**config.mk**
```make
export PLATFORM = sky130hd
export DESIGN_NAME = program_loader
export DESIGN_NICKNAME = d
export VERILOG_FILES = /design/src/rtl/Isa.sv /design/src/rtl/loader_pkg.sv /design/src/rtl/program_loader.sv
export SDC_FILE = /design/constraint.sdc
export NUM_CORES = 1
export LEC_CHECK = 0
export ABC_AREA = 1
export CAP_MARGIN = 40
export CORE_MARGIN = 5
export CORE_UTILIZATION = 25
export CTS_CLUSTER_DIAMETER = 80
export CTS_CLUSTER_SIZE = 25
export DETAILED_ROUTE_END_ITERATION = 6
export SLEW_MARGIN = 25
export SYNTH_ARGS = -nofsm -noshare
export SYNTH_HDL_FRONTEND = slang
export SYNTH_SLANG_ARGS = --single-unit
```
**constraint.sdc**
```tcl
create_clock -name i_clock -period 1.65 [get_ports i_clock]
set_input_delay 0.33 -clock i_clock [delete_from_list [all_inputs] [get_ports i_clock]]
set_output_delay 0.33 -clock i_clock [all_outputs]
set_load 0.02 [all_outputs]
```
**src/rtl/Isa.sv**
```systemverilog
// Processor ISA constants shared by the core, its memory and the boot loader.
package Isa;

  localparam int INSTRUCTION_SIZE     = 16;
  localparam int MEMORY_ADDRESS_WIDTH = 8;
  localparam int MEMORY_DEPTH         = 256;

endpackage : Isa

```
**src/rtl/loader_pkg.sv**
```systemverilog
// Types and constants for the boot-time program loader.
package loader_pkg;

  // Loader FSM states; the stream is LEN_HI, LEN_LO, N x (DATA_HI, DATA_LO), checksum.
  typedef enum logic [3:0] {
    IDLE    = 4'd0,
    LEN_HI  = 4'd1,
    LEN_LO  = 4'd2,
    DATA_HI = 4'd3,
    DATA_LO = 4'd4,
    WRITE   = 4'd5,
    CHECK   = 4'd6,
    DONE    = 4'd7,
    ERROR   = 4'd8
  } loader_state_t;

  // Each RAM word arrives as two stream bytes, high byte first.
  localparam int LOADER_BYTES_PER_WORD = 2;

endpackage : loader_pkg

```
**src/rtl/program_loader.sv**
```systemverilog
// Boot-time program loader: receives a length-prefixed, XOR-checksummed byte
// stream, writes the assembled words to RAM from address 0 and releases the
// processor from reset only after a good checksum.
module program_loader
  import loader_pkg::*;
#(
  parameter int WORD_WIDTH = Isa::INSTRUCTION_SIZE,
  parameter int ADDR_WIDTH = Isa::MEMORY_ADDRESS_WIDTH,
  parameter int DEPTH      = Isa::MEMORY_DEPTH
) (
  input  logic                  i_clock,
  input  logic                  i_reset,
  input  logic                  i_start,
  input  logic [7:0]            i_data,
  input  logic                  i_valid,
  output logic                  o_ready,
  output logic                  o_ram_write_enable,
  output logic [ADDR_WIDTH-1:0] o_ram_address,
  output logic [WORD_WIDTH-1:0] o_ram_write_data,
  output logic                  o_cpu_reset,
  output logic                  o_done,
  output logic                  o_error
);

  // Largest legal word count, widened so a 16-bit length can exceed it.
  localparam logic [16:0] DEPTH_W = 17'(DEPTH);

  loader_state_t           state_q, state_d;
  logic [15:0]             len_q,   len_d;
  logic [ADDR_WIDTH-1:0]   addr_q,  addr_d;
  logic [ADDR_WIDTH:0]     count_q, count_d;
  logic [7:0]              csum_q,  csum_d;
  logic [WORD_WIDTH-1:0]   word_q,  word_d;

  logic                    byte_accept;
  logic                    restart;
  logic [15:0]             len_full;

  // A byte moves only on valid && ready; ready itself is decoded from state.
  assign byte_accept = i_valid && o_ready;
  assign restart     = i_start && (state_q inside {IDLE, DONE, ERROR});
  assign len_full    = {len_q[15:8], i_data};

  // State and datapath registers; reset parks the loader idle with the CPU held.
  always_ff @(posedge i_clock or negedge i_reset) begin
    if (!i_reset) begin
      state_q <= IDLE;
      len_q   <= '0;
      addr_q  <= '0;
      count_q <= '0;
      csum_q  <= '0;
      word_q  <= '0;
    end else begin
      state_q <= state_d;
      len_q   <= len_d;
      addr_q  <= addr_d;
      count_q <= count_d;
      csum_q  <= csum_d;
      word_q  <= word_d;
    end
  end

  // Next-state and datapath update logic driven by accepted stream bytes.
  always_comb begin
    state_d = state_q;
    len_d   = len_q;
    addr_d  = addr_q;
    count_d = count_q;
    csum_d  = csum_q;
    word_d  = word_q;

    unique case (state_q)
      IDLE, DONE, ERROR: begin
        if (restart) state_d = LEN_HI;
      end
      LEN_HI: begin
        if (byte_accept) begin
          len_d[15:8] = i_data;
          state_d     = LEN_LO;
        end
      end
      LEN_LO: begin
        if (byte_accept) begin
          len_d[7:0] = i_data;
          // Oversized loads are refused before any RAM write, so addr never wraps.
          if ({1'b0, len_full} > DEPTH_W) state_d = ERROR;
          else if (len_full == 16'd0)     state_d = CHECK;
          else                            state_d = DATA_HI;
        end
      end
      DATA_HI: begin
        if (byte_accept) begin
          word_d[WORD_WIDTH-1 -: 8] = i_data;
          csum_d                    = csum_q ^ i_data;
          state_d                   = DATA_LO;
        end
      end
      DATA_LO: begin
        if (byte_accept) begin
          word_d[7:0] = i_data;
          csum_d      = csum_q ^ i_data;
          state_d     = WRITE;
        end
      end
      WRITE: begin
        addr_d  = addr_q + ADDR_WIDTH'(1);
        count_d = count_q + (ADDR_WIDTH + 1)'(1);
        if (16'(count_q) + 16'd1 == len_q) state_d = CHECK;
        else                               state_d = DATA_HI;
      end
      CHECK: begin
        if (byte_accept) begin
          state_d = (i_data == csum_q) ? DONE : ERROR;
        end
      end
      default: state_d = IDLE;
    endcase

    // Every new load starts from address 0 with an empty checksum.
    if (restart) begin
      addr_d  = '0;
      count_d = '0;
      csum_d  = '0;
    end
  end

  // Outputs decoded from the registered state only; RAM bus reads 0 when not writing.
  always_comb begin
    o_ready            = 1'b0;
    o_ram_write_enable = 1'b0;
    o_ram_address      = '0;
    o_ram_write_data   = '0;
    o_cpu_reset        = 1'b0;
    o_done             = 1'b0;
    o_error            = 1'b0;
    unique case (state_q)
      LEN_HI, LEN_LO, DATA_HI, DATA_LO, CHECK: o_ready = 1'b1;
      WRITE: begin
        o_ram_write_enable = 1'b1;
        o_ram_address      = addr_q;
        o_ram_write_data   = word_q;
      end
      DONE: begin
        o_done      = 1'b1;
        o_cpu_reset = 1'b1;
      end
      ERROR:   o_error = 1'b1;
      default: o_ready = 1'b0;
    endcase
  end

endmodule : program_loader

```
# Word level (Yosys, flattened, before mapping)
# Cells that the tools add are included.
# Widths: inputs -> output; s select.
# totals
output_inout_bits,29
ram_bits,0
romBits,0
reg_bits,61
latchBits,0
mem_count,0
wordCells,70
# classes
muxes,24
n_eq_ne,16
magnitude_cmp,1
n_div,0
shifts,0
n_mul,0
n_bitwise,1
n_reduce_logical,17
n_addsub,3
# op_table
operator,count
$mux 8,6
$mux 4,8
$pmux 4 s7,1
$mux 9,2
$eq 10x16->1,1
$eq 4x3->1 const B,4
$gt 16x9->1 const B,1
$logic_not 16->1,1
$mux 16,1
$ne 2x2->1 const B,6
$add 9x1->10 const B,1
$reduce_and 2->1,5
$add 9x1->9 const B,1
$add 8x1->8 const B,1
$eq 4x2->1 const B,2
$eq 8x8->1,1
$xor 8x8->8,1
$mux 3,2
$reduce_and 6->1,1
$reduce_bool 2->1,3
$reduce_or 5->1,1
$eq 4x1->1 const B,1
$eq 4x4->1 const B,1
$logic_not 4->1,1
other kinds (5),9

# Longest topological paths before layout
# Gate-level depths: netlist of run 1.
# logic_depth
word_depth,7
depth_mapped,14

# Worst setup path after synthesis of run 1
# No wires, ideal clock.
# synth_timing
path_kind,reg-to-reg
startpoint,reg count_q[0]
endpoint,reg state_q[0]
synth_period_minus_slack_ns,1.622
setup_ns,0.116
stages_incl_launch_ff,15
slack_ns,0.028
arrival_time_ns,1.506
path_cell_list,dfrtp_1 ha_1 nand2_1 nor2_4 nand2_1 nand2_1 nand2_1 nand2_1 nand2_1 nor2_1 nand3_1 nand2_1 nand2_1 nand2_1 nand2_1
# synth_between
elab_chain_len,4
# synth_lines
element,line,rtl
"start, declared",program_loader.sv:31,"logic [ADDR_WIDTH:0] count_q, count_d;"
"start signal, assigned",program_loader.sv:57,count_q <= count_d;
$add 9x1->10,program_loader.sv:108,if (16'(count_q) + 16'd1 == len_q) state_d = CHECK;
$eq 10x16->1,program_loader.sv:108,
$mux 3,program_loader.sv:108,
$pmux 4 s7,program_loader.sv:72,unique case (state_q)
"end signal, assigned",program_loader.sv:54,state_q <= state_d;
"end, declared",program_loader.sv:28,"loader_state_t state_q, state_d;"
# Every way passes these cells.
# A chain may end at the register's enable or synchronous reset.

# Worst setup path in the final report of run 1
# layout_timing
startpoint,reg state_q[3]
endpoint,out o_ram_address[6]
# layout_between
elab_chain_len,2
# layout_lines
element,line,rtl
$eq 4x3->1,program_loader.sv:136,unique case (state_q)
$mux 8,program_loader.sv:136,
"end, declared",program_loader.sv:18,"output logic [ADDR_WIDTH-1:0] o_ram_address,"
# Every way passes these cells.

==> results of run 1 <==
[stage by stage]
stage	instances	hold slack (ns)	util
after floorplan	427	0.0344	-
after global routing	728	0.0325	0.427
after CTS	712	0.00443	0.367
final	728	-0.0116	0.427
after global placement	693	0.354	0.335
after detailed placement	693	0.355	0.335
[metal layers]
metal,global-route usage,vias to the layer above,wire length [um]
li1,-,1601,-
met1,0.143,1584,4300
met2,0.198,86,5190
met3,0.0267,17,369
met4,0.0385,0,198
met5,0,-,0
[sequential cells by signal, summed over array words and instances, names as in the netlist]
signal and flops:
len_q 16, word_q 16, count_q 9, addr_q 8
csum_q 8, state_q 4
[cell type report]
cell class | instances | area share
Multi-Input combinational cell | 286 | 0.355
Tap cell | 176 | 0.0390
Timing Repair Buffer | 117 | 0.221
Timing Repair inverter | 1 | 0.00155
Sequential cell | 61 | 0.270
Clock buffer | 10 | 0.0423
Inverter | 71 | 0.0547
Clock inverter | 6 | 0.0166
[timing repair]
| item | 4_1_cts | 5_1_grt |
|---|---|---|
| resized for setup | 183 | 164 |
| hold buffers | 0 | 0 |
| pin swaps | 7 | 33 |
| buffers inserted | 3 | 11 |
| cloned | 0 | 5 |
| setup endpoints to repair | 64 | 86 |
[how the worst min path moves through the flow]
stage               startpoint  slack, ns         end  cells after the start
global route           i_reset       0.03  count_q[3]                      1
finish                 i_reset      -0.01  count_q[4]                      1
global placement       i_reset       0.35  count_q[3]                      1
detailed placement     i_reset       0.35  count_q[3]                      1
CTS                    i_reset      0.004  count_q[3]                      1
floorplan              i_reset       0.03   addr_q[0]                      0
[cells by family (layout without fill, tap and decap cells)]
group | Yosys count | after routing | synth area share
buffers and inverters | 81 | 205 | 0.0999
AOI/OAI and AO/OA | 71 | 72 | 0.133
xor gates and xnor gates | 8 | 8 | 0.0208
and+or+nand+nor | 204 | 204 | 0.286
DFF | 61 | 61 | 0.453
adders and majority gates | 2 | 2 | 0.00743
[layout by cell type, fill, tap and decap left out, types with 4 or more instances in the layout]
cell type        synthesis  layout
xor2_1                   4       4
clkbuf_16                0      12
nor2_1                  43      14
dfrtp_1                 61      61
nand4_1                  5       5
nand2_4                  1       4
buf_6                    3      45
a21oi_1                  5       4
nand2_1                103      88
inv_2                    8       7
o22ai_2                  0       7
clkdlybuf4s50_1          0      10
nand3_1                 19      11
o21ai_2                 17      22
inv_1                   63      58
buf_12                   0       9
o21ai_0                 18       7
nand3_2                  1       9
buf_4                    2      47
nor2_4                   8      38
nand2_2                  3      14
o21ai_1                 19      24
nand3b_1                 5       5
[power breakdown]
| group | leakage (nW) | switching, W | internal (W) |
|---|---|---|---|
| sequential | 0.806 | 0.000396 | 0.00202 |
| clock | 0.159 | 0.000722 | 0.00137 |
| combinational | 1.61 | 0.00248 | 0.00206 |
==> metrics.txt, run 1 <==
CP Capture Type=primary output; first-pass GRT wire length=15300 um; initial antenna violation count=0; sequential share of the synthesized area=0.453; most frequent cells after synthesis=103 x nand2_1, 63 x inv_1, 61 x dfrtp_1; clk slew on worst S/H paths=0.06 ns; CP delay by family, top=simple AND/OR/NAND/NOR gates; r2r setup slk=-0.14 ns; reg2reg start=state_q[2]; synth warn=0; min cycle time layout=1.81 ns; count of cell types in the netlist=36; core area=13200 um2; CP dominant cell by count=nor2_4; synthesized cell area=3370 um2; multi-input logic area=2000 um2; gp weighted congestion=0.837; violated checks=hold timing, setup timing; Slew @ Worst Pin=0.560 ns; H-tree depth=3; ys async rst share=1.00; Clock Latency Late Sink=0.33 ns; number of DRC markers in iteration 0=163; Num CTS Buffers=9; Setup violations, final=58; ANT nets after route=0; Reg-to-Reg End=count_q[2]; mean post-synth cell area=7.89 um2; global route overflow=0; RSZ-0062 raised after global routing=yes; sequential cell area=1530 um2; Yosys top cell by area=dfrtp_1; share of layout cells above drive strength 1=0.453; Port Buffers=40; Final Instance Area=5650 um2; synthesized instance count=427; slew margin rel.=0.626; crit path DAT=1.48 ns; synthesis-to-layout area growth=67.8%; Req. time, crit path=1.32 ns; Mapped Nets=441; Ports=41; Setup crit start kind=flip-flop; setup tns final=-5.95 ns; max incr delay on CP=0.42 ns; DRC violations left=0; top post-synthesis cells by area=dfrtp_1 45%, nand2_1 11%, inv_1 7.0%; Root Driver=clkbuf_16; Max Slew Vio Count=0; CP Max Fanout=7; LEAKAGE=2.57 nW; largest net degree at the start of global routing=23; CTS tree=built; worst reg2reg path depth=13; worst setup path startpoint=state_q[3]; wire per inst=13.8 um; PwrDens=1600 nW/um2; Fin. Hold Viols=18; Power, Total=0.00904 W; post-DP HPWL=6720 um; Fmax=552 MHz; # fillers=1236; vias in the first global route=3281; Yosys top cell area share=0.453; Worst Hold Class=input port to asynchronous set/reset pin; initial core utilization=0.254; antenna fix cells=0; Vias=3288; FF+latch count, synth=61; cell depth of the worst setup path=5; Die Span Y=126 um; Placed Area=4440 um2; clk_skew=0.00519 ns; Detailed Route WL=10100 um; Vias per Instance=4.52; highest-delay cell along the critical path=dfrtp_1; NumNets Final=561; CTS sink cnt=61; hold slack=-0.0116 ns; status=finished with violations; DP Worst Slack=-0.378 ns; setup slack after layout=-0.163 ns; Total GRT Usage=0.115; Post-synth EDFFs=0; die footprint=15900 um2; most common cell in the netlist=nand2_1; DRT Pass-1 Iters=5; Max Cap Violations=0; Max VDD drop=0.736 mV; critical-path cell list=nor2_4 > nand2_8 > clkbuf_16 > nor2_4 > buf_6; Period Utilization, post-route=1.10; Setup Crit Path Kind=flip-flop to primary output; Max clock buf depth=2; FP Rows=42; Post-synth top flop=dfrtp_1; buffers and inverters on the worst path=2; Setup crit end=o_ram_address[6]; die width=126 um
No activity file was read; power rests on OpenSTA's default activity.
==> run 2, diff against run 1 <==
CORE_MARGIN = unset   (was 5)
==> run 2 against run 1 <==
The run ends with setup timing left. Via count down 5.0%. Critical path type unchanged. Largest cell class unchanged. Sequential power about the same. Critical path depth grew 1. Flip-flop and latch count unchanged. Register-to-register slack improved by 0.04 ns.
==> metrics.txt, run 2 (same netlist as run 1, synthesis figures left out) <==
setup tns final=-3.57 ns (was -5.95 ns); initial antenna violation count=0 (unchanged); Fmax=561 MHz (was 552 MHz); antenna fix cells=0 (unchanged); CP Max Fanout=12 (was 7); first-pass GRT wire length=14700 um (was 15300 um); hold slack=0.00956 ns (was -0.0116 ns); largest registers=len_q (16), word_q (16), count_q (9) (unchanged); number of DRC markers in iteration 0=224 (was 163); Total GRT Usage=0.132 (was 0.115); post-DP HPWL=6260 um (was 6720 um); NumNets Final=554 (was 561); critical-path cell list=inv_2 > nor2_4 > nand2_4 > buf_12 > nor2_2 > buf_4 (was nor2_4 > nand2_8 > clkbuf_16 > nor2_4 > buf_6); slew margin rel.=0.757 (was 0.626); Period Utilization, post-route=1.08 (was 1.10); min cycle time layout=1.78 ns (was 1.81 ns); Vias=3122 (was 3288); initial core utilization=0.255 (was 0.254); crit path DAT=1.45 ns (was 1.48 ns); Max VDD drop=0.711 mV (was 0.736 mV); share of layout cells above drive strength 1=0.398 (was 0.453); Setup crit start kind=flip-flop (unchanged); post-layout util=0.396 (was 0.427); Setup violations, final=47 (was 58); CP Capture Type=primary output (unchanged); LEAKAGE=2.48 nW (was 2.57 nW); Power, Total=0.00835 W (was 0.00904 W); CTS sink cnt=61 (unchanged); violated checks=setup timing (was hold timing, setup timing); gp weighted congestion=0.818 (was 0.837); Num CTS Buffers=9 (unchanged); Max clock buf depth=2 (unchanged); synthesis-to-layout area growth=55.2% (was 67.8%); PwrDens=1600 nW/um2 (about the same); sequential cell area=1530 um2 (unchanged); Fin. Hold Viols=0 (was 18); clk_skew=0.00500 ns (was 0.00519 ns); vias in the first global route=3072 (was 3281); Port Buffers=40 (unchanged); H-tree depth=3 (unchanged); RSZ-0062 raised after global routing=yes (unchanged); Die Span Y=118 um (was 126 um); Max Slew Vio Count=0 (unchanged); multi-input logic area=1830 um2 (was 2000 um2); Vias per Instance=4.33 (was 4.52); CP delay by family, top=flip-flops (was simple AND/OR/NAND/NOR gates); setup slack after layout=-0.134 ns (was -0.163 ns); Req. time, crit path=1.32 ns (about the same); Reg-to-Reg End=addr_q[5] (was count_q[2]); Placed Area=4350 um2 (was 4440 um2); Max Cap Violations=0 (unchanged); clk slew on worst S/H paths=0.06 ns (about the same); Final Instance Area=5230 um2 (was 5650 um2); max incr delay on CP=0.39 ns (was 0.42 ns); CTS tree=built (unchanged); # fillers=1303 (was 1236); Setup Crit Path Kind=flip-flop to primary output (unchanged); Slew @ Worst Pin=0.363 ns (was 0.560 ns); Worst Hold Class=input port to asynchronous set/reset pin (unchanged); most common cell after layout, fill and taps aside=nand2_1 (unchanged); Root Driver=clkbuf_16 (unchanged); status=finished with violations (unchanged); global route overflow=0 (unchanged); r2r setup slk=-0.10 ns (was -0.14 ns); largest net degree at the start of global routing=62 (was 23); reg2reg start=state_q[1] (was state_q[2]); buffers and inverters on the worst path=3 (was 2); DRT Pass-1 Iters=4 (was 5); core area=13200 um2 (about the same); worst reg2reg path depth=11 (was 13); wire per inst=12.6 um (was 13.8 um); die width=118 um (was 126 um); Ports=41 (unchanged); highest-delay cell along the critical path=dfrtp_1 (unchanged); cell depth of the worst setup path=6 (was 5); Clock Latency Late Sink=0.33 ns (about the same); FP Rows=42 (unchanged); Detailed Route WL=9120 um (was 10100 um); Hold Buf Count CTS=0 (unchanged); die footprint=13900 um2 (was 15900 um2); ANT nets after route=0 (unchanged); DRC violations left=0 (unchanged); most frequent cells in the layout=98 x nand2_1, 65 x buf_4, 61 x dfrtp_1 (was 88 x nand2_1, 61 x dfrtp_1, 58 x inv_1)
run 2: worst max path at each step:
stage,start,to
global route,state_q[0],o_ram_address[4]
global placement,i_data[0],state_q[0]
floorplan,count_q[0],state_q[0]
CTS,state_q[0],o_ram_address[5]
detailed placement,i_data[0],state_q[0]
finish,state_q[0],o_ram_write_data[0]
run 2: repair_timing:
action	in CTS	in global routing
setup buffers	6	13
pin swaps	6	15
gates resized for setup	194	68
hold endpoints to repair	0	0
setup endpoints to repair	43	88
gates cloned	0	3
run 2: cell type report:
| class | count | share of cell area |
|---|---|---|
| Inverter | 71 | 0.0534 |
| Clock buffer | 9 | 0.0431 |
| Multi-Input combinational cell | 286 | 0.350 |
| Clock inverter | 7 | 0.0187 |
| Timing Repair Buffer | 110 | 0.199 |
| Sequential cell | 61 | 0.292 |
| Tap cell | 176 | 0.0421 |
| Timing Repair inverter | 1 | 0.00120 |
run 2: metal layers:
layer  GRT usage  vias to the layer above  part of all wire
met5           0                        -                 0
li1            -                     1591                 -
met4      0.0393                        0             0.018
met2       0.226                       46              0.51
met1       0.166                     1475              0.45
met3      0.0266                       10             0.029
run 2: power breakdown:
part	internal, W	switching [W]
combinational	0.00175	0.00217
clock	0.00133	0.000717
sequential	0.00201	0.000376
run 2: metrics by stage:
step / setup slack [ns] / instances
6_report: -0.134 / 721
5_1_grt: -0.193 / 721
4_1_cts: -0.135 / 705
3_5_place_dp: -0.367 / 683
3_3_place_gp: -0.317 / 683
2_1_floorplan: 0.0280 / 427
==> run 3, diff against run 2 <==
SLEW_MARGIN = 40   (was 25)
==> results of run 3 <==
Same layout as run 2: the final DEF is identical, and so are final timing and power.
